==> config.mk <==
export PLATFORM = sky130hd
export DESIGN_NAME = uart_xcvr_param
export DESIGN_NICKNAME = d
export VERILOG_FILES = /design/src/rtl/uart_pkg.sv /design/src/rtl/uart_bit_timer.sv /design/src/rtl/uart_xcvr_param.sv
export SDC_FILE = /design/constraint.sdc
export NUM_CORES = 1
export LEC_CHECK = 0
export BUFFER_PORTS_ARGS = -buffer_cell sky130_fd_sc_hd__buf_2
export CAP_MARGIN = 20
export CELL_PAD_IN_SITES_DETAIL_PLACEMENT = 0
export CELL_PAD_IN_SITES_GLOBAL_PLACEMENT = 2
export CORE_MARGIN = 8
export CORE_UTILIZATION = 35
export DETAILED_ROUTE_END_ITERATION = 6
export PLACE_DENSITY_LB_ADDON = 0.1
export RECOVER_POWER = 50
export SLEW_MARGIN = 5
export SYNTH_ARGS = -nofsm -noshare
export SYNTH_HDL_FRONTEND = slang
export SYNTH_HIERARCHICAL = 1
export SYNTH_SLANG_ARGS = --single-unit
==> constraint.sdc <==
create_clock -name clk_sis -period 2.5 [get_ports clk_sis]
set_input_delay 0.5 -clock clk_sis [delete_from_list [all_inputs] [get_ports clk_sis]]
set_output_delay 0.5 -clock clk_sis [all_outputs]
set_load 0.1 [all_outputs]
==> src/rtl/uart_pkg.sv <==
// rtl/uart_pkg.sv - shared types and helpers for the parametrised UART transceiver
//  parity_t    : line parity mode (none / even / odd)
//  tx_state_t  : transmitter frame position
//  rx_state_t  : receiver frame position, incl. BREAK wait after a framing error
//  IDX_W       : width of the per-frame bit index (longest frame is 13 bits)
//  frame_bits(): total bits per frame, start + data + optional parity + stop
package uart_pkg;

  typedef enum logic [1:0] {
    PAR_NONE = 2'd0,
    PAR_EVEN = 2'd1,
    PAR_ODD  = 2'd2
  } parity_t;

  typedef enum logic [2:0] {
    TX_IDLE,
    TX_START,
    TX_DATA,
    TX_PARITY,
    TX_STOP
  } tx_state_t;

  typedef enum logic [2:0] {
    RX_IDLE,
    RX_START,
    RX_DATA,
    RX_PARITY,
    RX_STOP,
    RX_BREAK
  } rx_state_t;

  localparam int IDX_W = 4;

  function automatic int frame_bits(input int data_w, input int parity, input int stop_bits);
    return 1 + data_w + ((parity != 0) ? 1 : 0) + stop_bits;
  endfunction

endpackage

==> src/rtl/uart_bit_timer.sv <==
// rtl/uart_bit_timer.sv - per-bit cycle counter producing mid-bit and end-bit ticks
//  clk_sis  in  system clock
//  rst      in  asynchronous active-low reset
//  clear    in  hold the count at 0 (idle); overrides enable
//  enable   in  advance the count one step per cycle
//  mid_tick out count is at CLKS_PER_BIT/2 this cycle (receiver sample point)
//  end_tick out count is at CLKS_PER_BIT-1 this cycle (last cycle of the bit)
module uart_bit_timer #(
  parameter int CLKS_PER_BIT = 16
) (
  input  logic clk_sis,
  input  logic rst,
  input  logic clear,
  input  logic enable,
  output logic mid_tick,
  output logic end_tick
);

  localparam int CNT_W = $clog2(CLKS_PER_BIT);
  localparam logic [CNT_W-1:0] CNT_MID = CNT_W'(CLKS_PER_BIT / 2);
  localparam logic [CNT_W-1:0] CNT_END = CNT_W'(CLKS_PER_BIT - 1);

  if (CLKS_PER_BIT < 4) begin : g_chk_cpb
    $error("uart_bit_timer: CLKS_PER_BIT must be at least 4");
  end

  logic [CNT_W-1:0] cnt;
  logic             run;

  assign run = enable && !clear;

  // Wraps to 0 on its own at the end of a bit, so a new bit (or a
  // back-to-back frame) starts with a fresh count without a clear cycle.
  always_ff @(posedge clk_sis or negedge rst) begin
    if (!rst) begin
      cnt <= '0;
    end else if (clear) begin
      cnt <= '0;
    end else if (run) begin
      if (cnt == CNT_END) cnt <= '0;
      else                cnt <= cnt + CNT_W'(1);
    end
  end

  assign mid_tick = run && (cnt == CNT_MID);
  assign end_tick = run && (cnt == CNT_END);

endmodule

==> src/rtl/uart_xcvr_param.sv <==
// rtl/uart_xcvr_param.sv - parametrised full-duplex UART transceiver with rx holding register
//  clk_sis        in   system clock
//  rst            in   asynchronous active-low reset
//  tx_data        in   word to send, taken on tx_valid && tx_ready
//  tx_valid       in   tx_data valid
//  tx_ready       out  transmitter can take a word (idle, or last cycle of last stop bit)
//  tx             out  serial out, idle high
//  rx             in   serial in, asynchronous to clk_sis
//  rx_data        out  last received word
//  rx_valid       out  rx_data not yet consumed
//  rx_ready       in   consumer takes rx_data on rx_valid && rx_ready
//  rx_parity_err  out  parity mismatch on the word in rx_data
//  rx_frame_err   out  a stop bit was sampled 0 on the word in rx_data
//  rx_overrun     out  sticky: an unconsumed word was overwritten
module uart_xcvr_param
  import uart_pkg::*;
#(
  parameter int DATA_W       = 8,
  parameter int CLKS_PER_BIT = 16,
  parameter int PARITY       = 0,
  parameter int STOP_BITS    = 1
) (
  input  logic              clk_sis,
  input  logic              rst,
  input  logic [DATA_W-1:0] tx_data,
  input  logic              tx_valid,
  output logic              tx_ready,
  output logic              tx,
  input  logic              rx,
  output logic [DATA_W-1:0] rx_data,
  output logic              rx_valid,
  input  logic              rx_ready,
  output logic              rx_parity_err,
  output logic              rx_frame_err,
  output logic              rx_overrun
);

  localparam int      FRAME_BITS  = frame_bits(DATA_W, PARITY, STOP_BITS);
  localparam parity_t PAR_MODE    = parity_t'(PARITY[1:0]);
  localparam bit      HAS_PAR     = (PAR_MODE != PAR_NONE);
  localparam logic    PAR_ODD_BIT = (PAR_MODE == PAR_ODD);

  // Frame bit index: 0 = start, 1..DATA_W = data, then parity, then stop bits.
  localparam logic [IDX_W-1:0] IDX_DATA_LAST = IDX_W'(DATA_W);
  localparam logic [IDX_W-1:0] IDX_LAST      = IDX_W'(FRAME_BITS - 1);

  if (DATA_W < 5 || DATA_W > 9) begin : g_chk_data_w
    $error("uart_xcvr_param: DATA_W must be 5..9");
  end
  if (PARITY < 0 || PARITY > 2) begin : g_chk_parity
    $error("uart_xcvr_param: PARITY must be 0, 1 or 2");
  end
  if (STOP_BITS != 1 && STOP_BITS != 2) begin : g_chk_stop
    $error("uart_xcvr_param: STOP_BITS must be 1 or 2");
  end

  // ---------------------------------------------------------------- TX
  tx_state_t         tx_state, tx_state_nxt;
  logic [DATA_W-1:0] tx_shift;
  logic              tx_par;
  logic [IDX_W-1:0]  tx_idx;
  logic              tx_end;
  logic              tx_mid_unused;
  logic              tx_last;
  logic              tx_accept;

  uart_bit_timer #(.CLKS_PER_BIT(CLKS_PER_BIT)) u_tx_timer (
    .clk_sis  (clk_sis),
    .rst      (rst),
    .clear    (tx_state == TX_IDLE),
    .enable   (1'b1),
    .mid_tick (tx_mid_unused),
    .end_tick (tx_end)
  );

  always_ff @(posedge clk_sis or negedge rst) begin
    if (!rst) tx_state <= TX_IDLE;
    else      tx_state <= tx_state_nxt;
  end

  always_comb begin
    tx_state_nxt = tx_state;
    tx           = 1'b1;
    // Ready in the final cycle of the last stop bit lets the next start bit
    // follow with no idle gap.
    tx_last      = (tx_state == TX_STOP) && tx_end && (tx_idx == IDX_LAST);
    tx_ready     = (tx_state == TX_IDLE) || tx_last;
    tx_accept    = tx_valid && tx_ready;
    case (tx_state)
      TX_IDLE: begin
        if (tx_accept) tx_state_nxt = TX_START;
      end
      TX_START: begin
        tx = 1'b0;
        if (tx_end) tx_state_nxt = TX_DATA;
      end
      TX_DATA: begin
        tx = tx_shift[0];
        if (tx_end && tx_idx == IDX_DATA_LAST) tx_state_nxt = HAS_PAR ? TX_PARITY : TX_STOP;
      end
      TX_PARITY: begin
        tx = tx_par;
        if (tx_end) tx_state_nxt = TX_STOP;
      end
      TX_STOP: begin
        if (tx_last) tx_state_nxt = tx_accept ? TX_START : TX_IDLE;
      end
      default: tx_state_nxt = TX_IDLE;
    endcase
  end

  always_ff @(posedge clk_sis or negedge rst) begin
    if (!rst) begin
      tx_shift <= '0;
      tx_par   <= 1'b0;
      tx_idx   <= '0;
    end else if (tx_accept) begin
      tx_shift <= tx_data;
      tx_par   <= (^tx_data) ^ PAR_ODD_BIT;
      tx_idx   <= '0;
    end else if (tx_end) begin
      tx_idx <= tx_idx + IDX_W'(1);
      if (tx_state == TX_DATA) tx_shift <= tx_shift >> 1;
    end
  end

  // ---------------------------------------------------------------- RX
  logic              rx_meta, rx_s;
  rx_state_t         rx_state, rx_state_nxt;
  logic [IDX_W-1:0]  rx_idx;
  logic [DATA_W-1:0] rx_shift;
  logic              rx_par_bit;
  logic              rx_stop_bad;
  logic              rx_mid;
  logic              rx_end_unused;
  logic              rx_timer_clear;
  logic              rx_load;
  logic              rx_frame_bad;
  logic              rx_par_bad;
  logic              rx_take;

  // Synchroniser resets to the idle (high) line level so reset release
  // never looks like a start bit.
  always_ff @(posedge clk_sis or negedge rst) begin
    if (!rst) begin
      rx_meta <= 1'b1;
      rx_s    <= 1'b1;
    end else begin
      rx_meta <= rx;
      rx_s    <= rx_meta;
    end
  end

  assign rx_timer_clear = (rx_state == RX_IDLE) || (rx_state == RX_BREAK);

  // Counter starts at the falling edge, so every later mid_tick lands in the
  // middle of a bit without re-aligning.
  uart_bit_timer #(.CLKS_PER_BIT(CLKS_PER_BIT)) u_rx_timer (
    .clk_sis  (clk_sis),
    .rst      (rst),
    .clear    (rx_timer_clear),
    .enable   (!rx_timer_clear),
    .mid_tick (rx_mid),
    .end_tick (rx_end_unused)
  );

  always_ff @(posedge clk_sis or negedge rst) begin
    if (!rst) rx_state <= RX_IDLE;
    else      rx_state <= rx_state_nxt;
  end

  always_comb begin
    rx_state_nxt = rx_state;
    rx_load      = 1'b0;
    // Includes the stop bit being sampled in this very cycle.
    rx_frame_bad = rx_stop_bad | ~rx_s;
    rx_par_bad   = HAS_PAR & ((^rx_shift) ^ rx_par_bit ^ PAR_ODD_BIT);
    case (rx_state)
      RX_IDLE: begin
        if (!rx_s) rx_state_nxt = RX_START;
      end
      RX_START: begin
        if (rx_mid) rx_state_nxt = rx_s ? RX_IDLE : RX_DATA;
      end
      RX_DATA: begin
        if (rx_mid && rx_idx == IDX_DATA_LAST) rx_state_nxt = HAS_PAR ? RX_PARITY : RX_STOP;
      end
      RX_PARITY: begin
        if (rx_mid) rx_state_nxt = RX_STOP;
      end
      RX_STOP: begin
        if (rx_mid && rx_idx == IDX_LAST) begin
          rx_load      = 1'b1;
          rx_state_nxt = rx_frame_bad ? RX_BREAK : RX_IDLE;
        end
      end
      RX_BREAK: begin
        if (rx_s) rx_state_nxt = RX_IDLE;
      end
      default: rx_state_nxt = RX_IDLE;
    endcase
  end

  always_ff @(posedge clk_sis or negedge rst) begin
    if (!rst) begin
      rx_idx      <= '0;
      rx_shift    <= '0;
      rx_par_bit  <= 1'b0;
      rx_stop_bad <= 1'b0;
    end else if (rx_state == RX_IDLE) begin
      rx_idx      <= '0;
      rx_stop_bad <= 1'b0;
    end else if (rx_mid) begin
      rx_idx <= rx_idx + IDX_W'(1);
      case (rx_state)
        RX_DATA:   rx_shift    <= {rx_s, rx_shift[DATA_W-1:1]};
        RX_PARITY: rx_par_bit  <= rx_s;
        RX_STOP:   rx_stop_bad <= rx_stop_bad | ~rx_s;
        default:   ;
      endcase
    end
  end

  // Holding register: a new word always wins; overrun only when the old
  // word is still pending and is not being taken in the same cycle.
  assign rx_take = rx_valid && rx_ready;

  always_ff @(posedge clk_sis or negedge rst) begin
    if (!rst) begin
      rx_data       <= '0;
      rx_valid      <= 1'b0;
      rx_parity_err <= 1'b0;
      rx_frame_err  <= 1'b0;
      rx_overrun    <= 1'b0;
    end else if (rx_load) begin
      rx_data       <= rx_shift;
      rx_valid      <= 1'b1;
      rx_parity_err <= rx_par_bad;
      rx_frame_err  <= rx_frame_bad;
      rx_overrun    <= rx_valid && !rx_take;
    end else if (rx_take) begin
      rx_valid      <= 1'b0;
      rx_parity_err <= 1'b0;
      rx_frame_err  <= 1'b0;
      rx_overrun    <= 1'b0;
    end
  end

endmodule

==> impl.org <==
** GRT
- Total gr overflow :: 0
- Entering global routing, the biggest net connects 27 pins.
- The first global-routing pass estimated approximately 8600 um of wire.
- The number of global-route vias before repair was between 1.5k and 2k.
- Number of antenna violations at the first check in global routing :: 0
- In the global route stage, overall resource usage came out at 0.103.

** STA
- In the finished design, the share of the clock period the worst path needs comes to 0.942.
- The hold violation count in the final report was 0.
- At the pin with the least slew margin, the transition time is between 1.5 and 2 ns.
- Minimum clock period after layout :: 2.36 ns
- Achievable Freq :: about 420 MHz
- Summed over all failing endpoints, the final setup total negative slack is 0 ns.
- Setup violations remaining at the end of the flow were counted as 0.
- Unrepaired setup endpoints after global routing :: false
- The worst pin sits at a relative slew slack of -0.00510.
- The final max-slew violation count was 27.
- Clock skew on the completed layout was measured at 0.00929 ns.

** Clock network
- The H-tree was split into 2 levels.
- Root Buffer :: clkbuf_8
- After clock tree synthesis, the clock-pin slew on the worst setup and hold paths is 0.11 ns.
- For this design, the CTS-stage hold fixing added 0 buffers.
- Clock Path Buffers :: 2
- TritonCTS built the clock tree.
- Number of sinks driven by the clock tree :: 53
- Clock latency on the worst-skew pair :: 0.31 ns
- Total clock buffers created by CTS :: 5

** Floorplanning
- The initial utilization of the core area, before any placement, comes to 0.354.
- Area enclosed by the die boundary :: 10700 um2
- Boundary Pins :: 27
- The floorplan has 32 rows.
- Measured along the x axis, the die boundary spans roughly 100 um.
- From bottom edge to top edge, the die measures 103 um.
- The total area inside the core boundary comes to 7570 um2.

** Flow run
- The tool flagged a number of max-cap violations equal to 1.

** Placed design
- In this run the tool buffered the top-level ports with 25 buffer cells.
- The HPWL after detailed placement is roughly 3600 um.
- Placer's final routability congestion estimate :: a little over 0.7

** Critical path
- Of all nets on the critical path, the largest fanout is 4.
- Setup CP Type :: reg2out
- STA puts the critical path data arrival time at 1.86 ns.
- Startpoint class of the critical path :: flop
- For this run, the slowest stage of the critical path takes roughly 0.45 ns.
- The largest individual stage delay along the critical path comes from the cell dfrtp_1.
- Worst path required time :: 2.00 ns
- Traced cell by cell, the critical path runs through ha_4 -> nand2_2 -> nor2_2 -> nand4b_1 -> a211oi_4 -> buf_12.
- STA classifies the critical path endpoint as a primary output.

** Routing
- Once detail routing completed, the nets flagged for antenna violations numbered 0.
- The detailed router finished its first iteration with 42 violations.
- Number of vias after detailed routing :: approximately 1.8k
- Average routed wire per standard cell :: 12.9 um
- In the routed design, unresolved DRC markers number 0.
- First-pass iteration count of the detailed router :: 4
- Final routed wirelength across all metal layers :: around 5000 um
- After detailed routing, the number of vias per cell comes to 4.62.

** Finish
- Number of nets in the finished design :: between 300 and 400
- Area added between synthesis and finish :: 17.4%
- Share of layout cells above drive strength 1 :: 0.301
- The repair_antennas step left the layout with diodes totalling 0.

** Power
- In this run the power density over the cells is ~800 nW/um2.
- Summed over all cells, the static leakage comes to between 1 and 1.5 nW.
- The worst-case IR drop observed on VDD is roughly 0.00026 V.
- Overall Power :: about 2.5 mW

** Synth
- After technology mapping, the gate count stands at around 250.
- Yosys printed 6 warnings.
- In this run the cell area of the synthesized design comes to ~2700 um2.
- Mean instance size in the synthesized netlist :: 10.8 um2

** Run status
- Run status :: finished, violations left
- Failing checks :: max-capacitance violations, max-slew violations

** Min path
- The min-delay analysis places its worst path in the category in2reg.
-- sequential cells by signal, summed over array words and instances, names as in the netlist, 3 cells and up --
register / flops
tx_idx: 4
rx_idx: 4
rx_state: 3
u_rx_timer/cnt: 4
rx_data: 8
tx_shift: 8
u_tx_timer/cnt: 4
rx_shift: 8
tx_state: 3
-- report_power, final --
| group | internal (mW) | switching [mW] | leakage, nW |
|---|---|---|---|
| Sequential | 1.01 | 0.124 | 0.702 |
| Combinational | 0.355 | 0.503 | 0.709 |
| Clock | 0.204 | 0.312 | 0.0423 |
| Total | 1.57 | 0.940 | 1.45 |
-- metrics by stage --
stage / std cells / utilization / hold slack, ns / area [um2] / worst slack, ns
3_5_place_dp: 378 / 0.399 / 0.349 / 3020 / 0.225
5_1_grt: 388 / 0.416 / 0.246 / 3150 / 0.0114
2_1_floorplan: 251 / - / 0.204 / 2750 / -0.101
3_3_place_gp: 378 / 0.399 / 0.349 / 3020 / 0.268
6_report: 388 / 0.416 / 0.270 / 3150 / 0.144
4_1_cts: 387 / 0.413 / 0.210 / 3130 / 0.0778
-- worst max-delay path, delay by kind of cell (launching register included) --
kind	cells	cell delay [ns]
DFF	1	0.45
and+or+nand+nor	3	0.38
AOI/OAI and AO/OA	1	0.32
buffers and inverters	1	0.21
adders and majority gates	1	0.18
-- final cells by class --
class / instances / area, um2
clock buffer: 5 / 68.8
clock inverter: 3 / 26.3
fill: 734 / 4420
inverter: 14 / 52.6
multi-input combinational: 170 / 1290
sequential: 53 / 1330
tap: 102 / 128
timing repair buffer: 41 / 253
-- per-layer routing --
layer  vias to the layer above  routed length, um  global-route usage
met4                         0                 64              0.0367
met5                         -                  0                   0
met3                         6                165              0.0248
met1                       864               2360               0.128
li1                        908                  -                   -
met2                        15               2440               0.170
-- final timing paths --
path / from / end / slack, ns / cells after the start
hold / removal: rx / rx_meta$_DFF_PN1_ / 0.27 / 1
max in group asynchronous: rst / rx_data[4]$_DFFE_PN0P_ / 0.64 / 2
hold reg to reg: rx_meta$_DFF_PN1_ / rx_s$_DFF_PN1_ / 0.36 / 0
setup / recovery: u_tx_timer/cnt[0]$_DFFE_PN0P_ / tx_ready / 0.14 / 6
min in group asynchronous: rst / u_tx_timer/cnt[1]$_DFFE_PN0P_ / 0.53 / 1
setup reg to reg: rx_state[2]$_DFFE_PN0P_ / rx_state[0]$_DFFE_PN0P_ / 0.23 / 10
-- timing repair --
| action | in CTS | in global routing |
|---|---|---|
| resized for setup | 0 | 5 |
| buffers inserted | 1 | 1 |
| setup endpoints to repair | 1 | 1 |
| pin swaps | 1 | 3 |
-- cells in the final DEF, fill, tap and decap left out, types with 2 or more instances in the layout --
cell type,count
mux2_4,5
nand3_1,7
conb_1,6
nand4_1,2
or2b_1,2
nor2_2,2
nor3b_1,2
clkbuf_1,2
or2_2,2
xor2_1,6
o21ai_0,13
clkbuf_8,5
inv_1,11
nand2b_1,2
mux2i_1,10
xnor2_1,9
buf_2,23
nand2_2,3
a21oi_1,10
dfrtp_1,51
nand2_1,17
nand3b_1,3
nor2_1,19
a31oi_1,3
or4_1,2
mux2_2,13
clkinvlp_4,2
ha_1,9
buf_4,13
inv_2,3
a21o_1,2
dfstp_2,2
No activity file was read; power rests on OpenSTA's default activity.
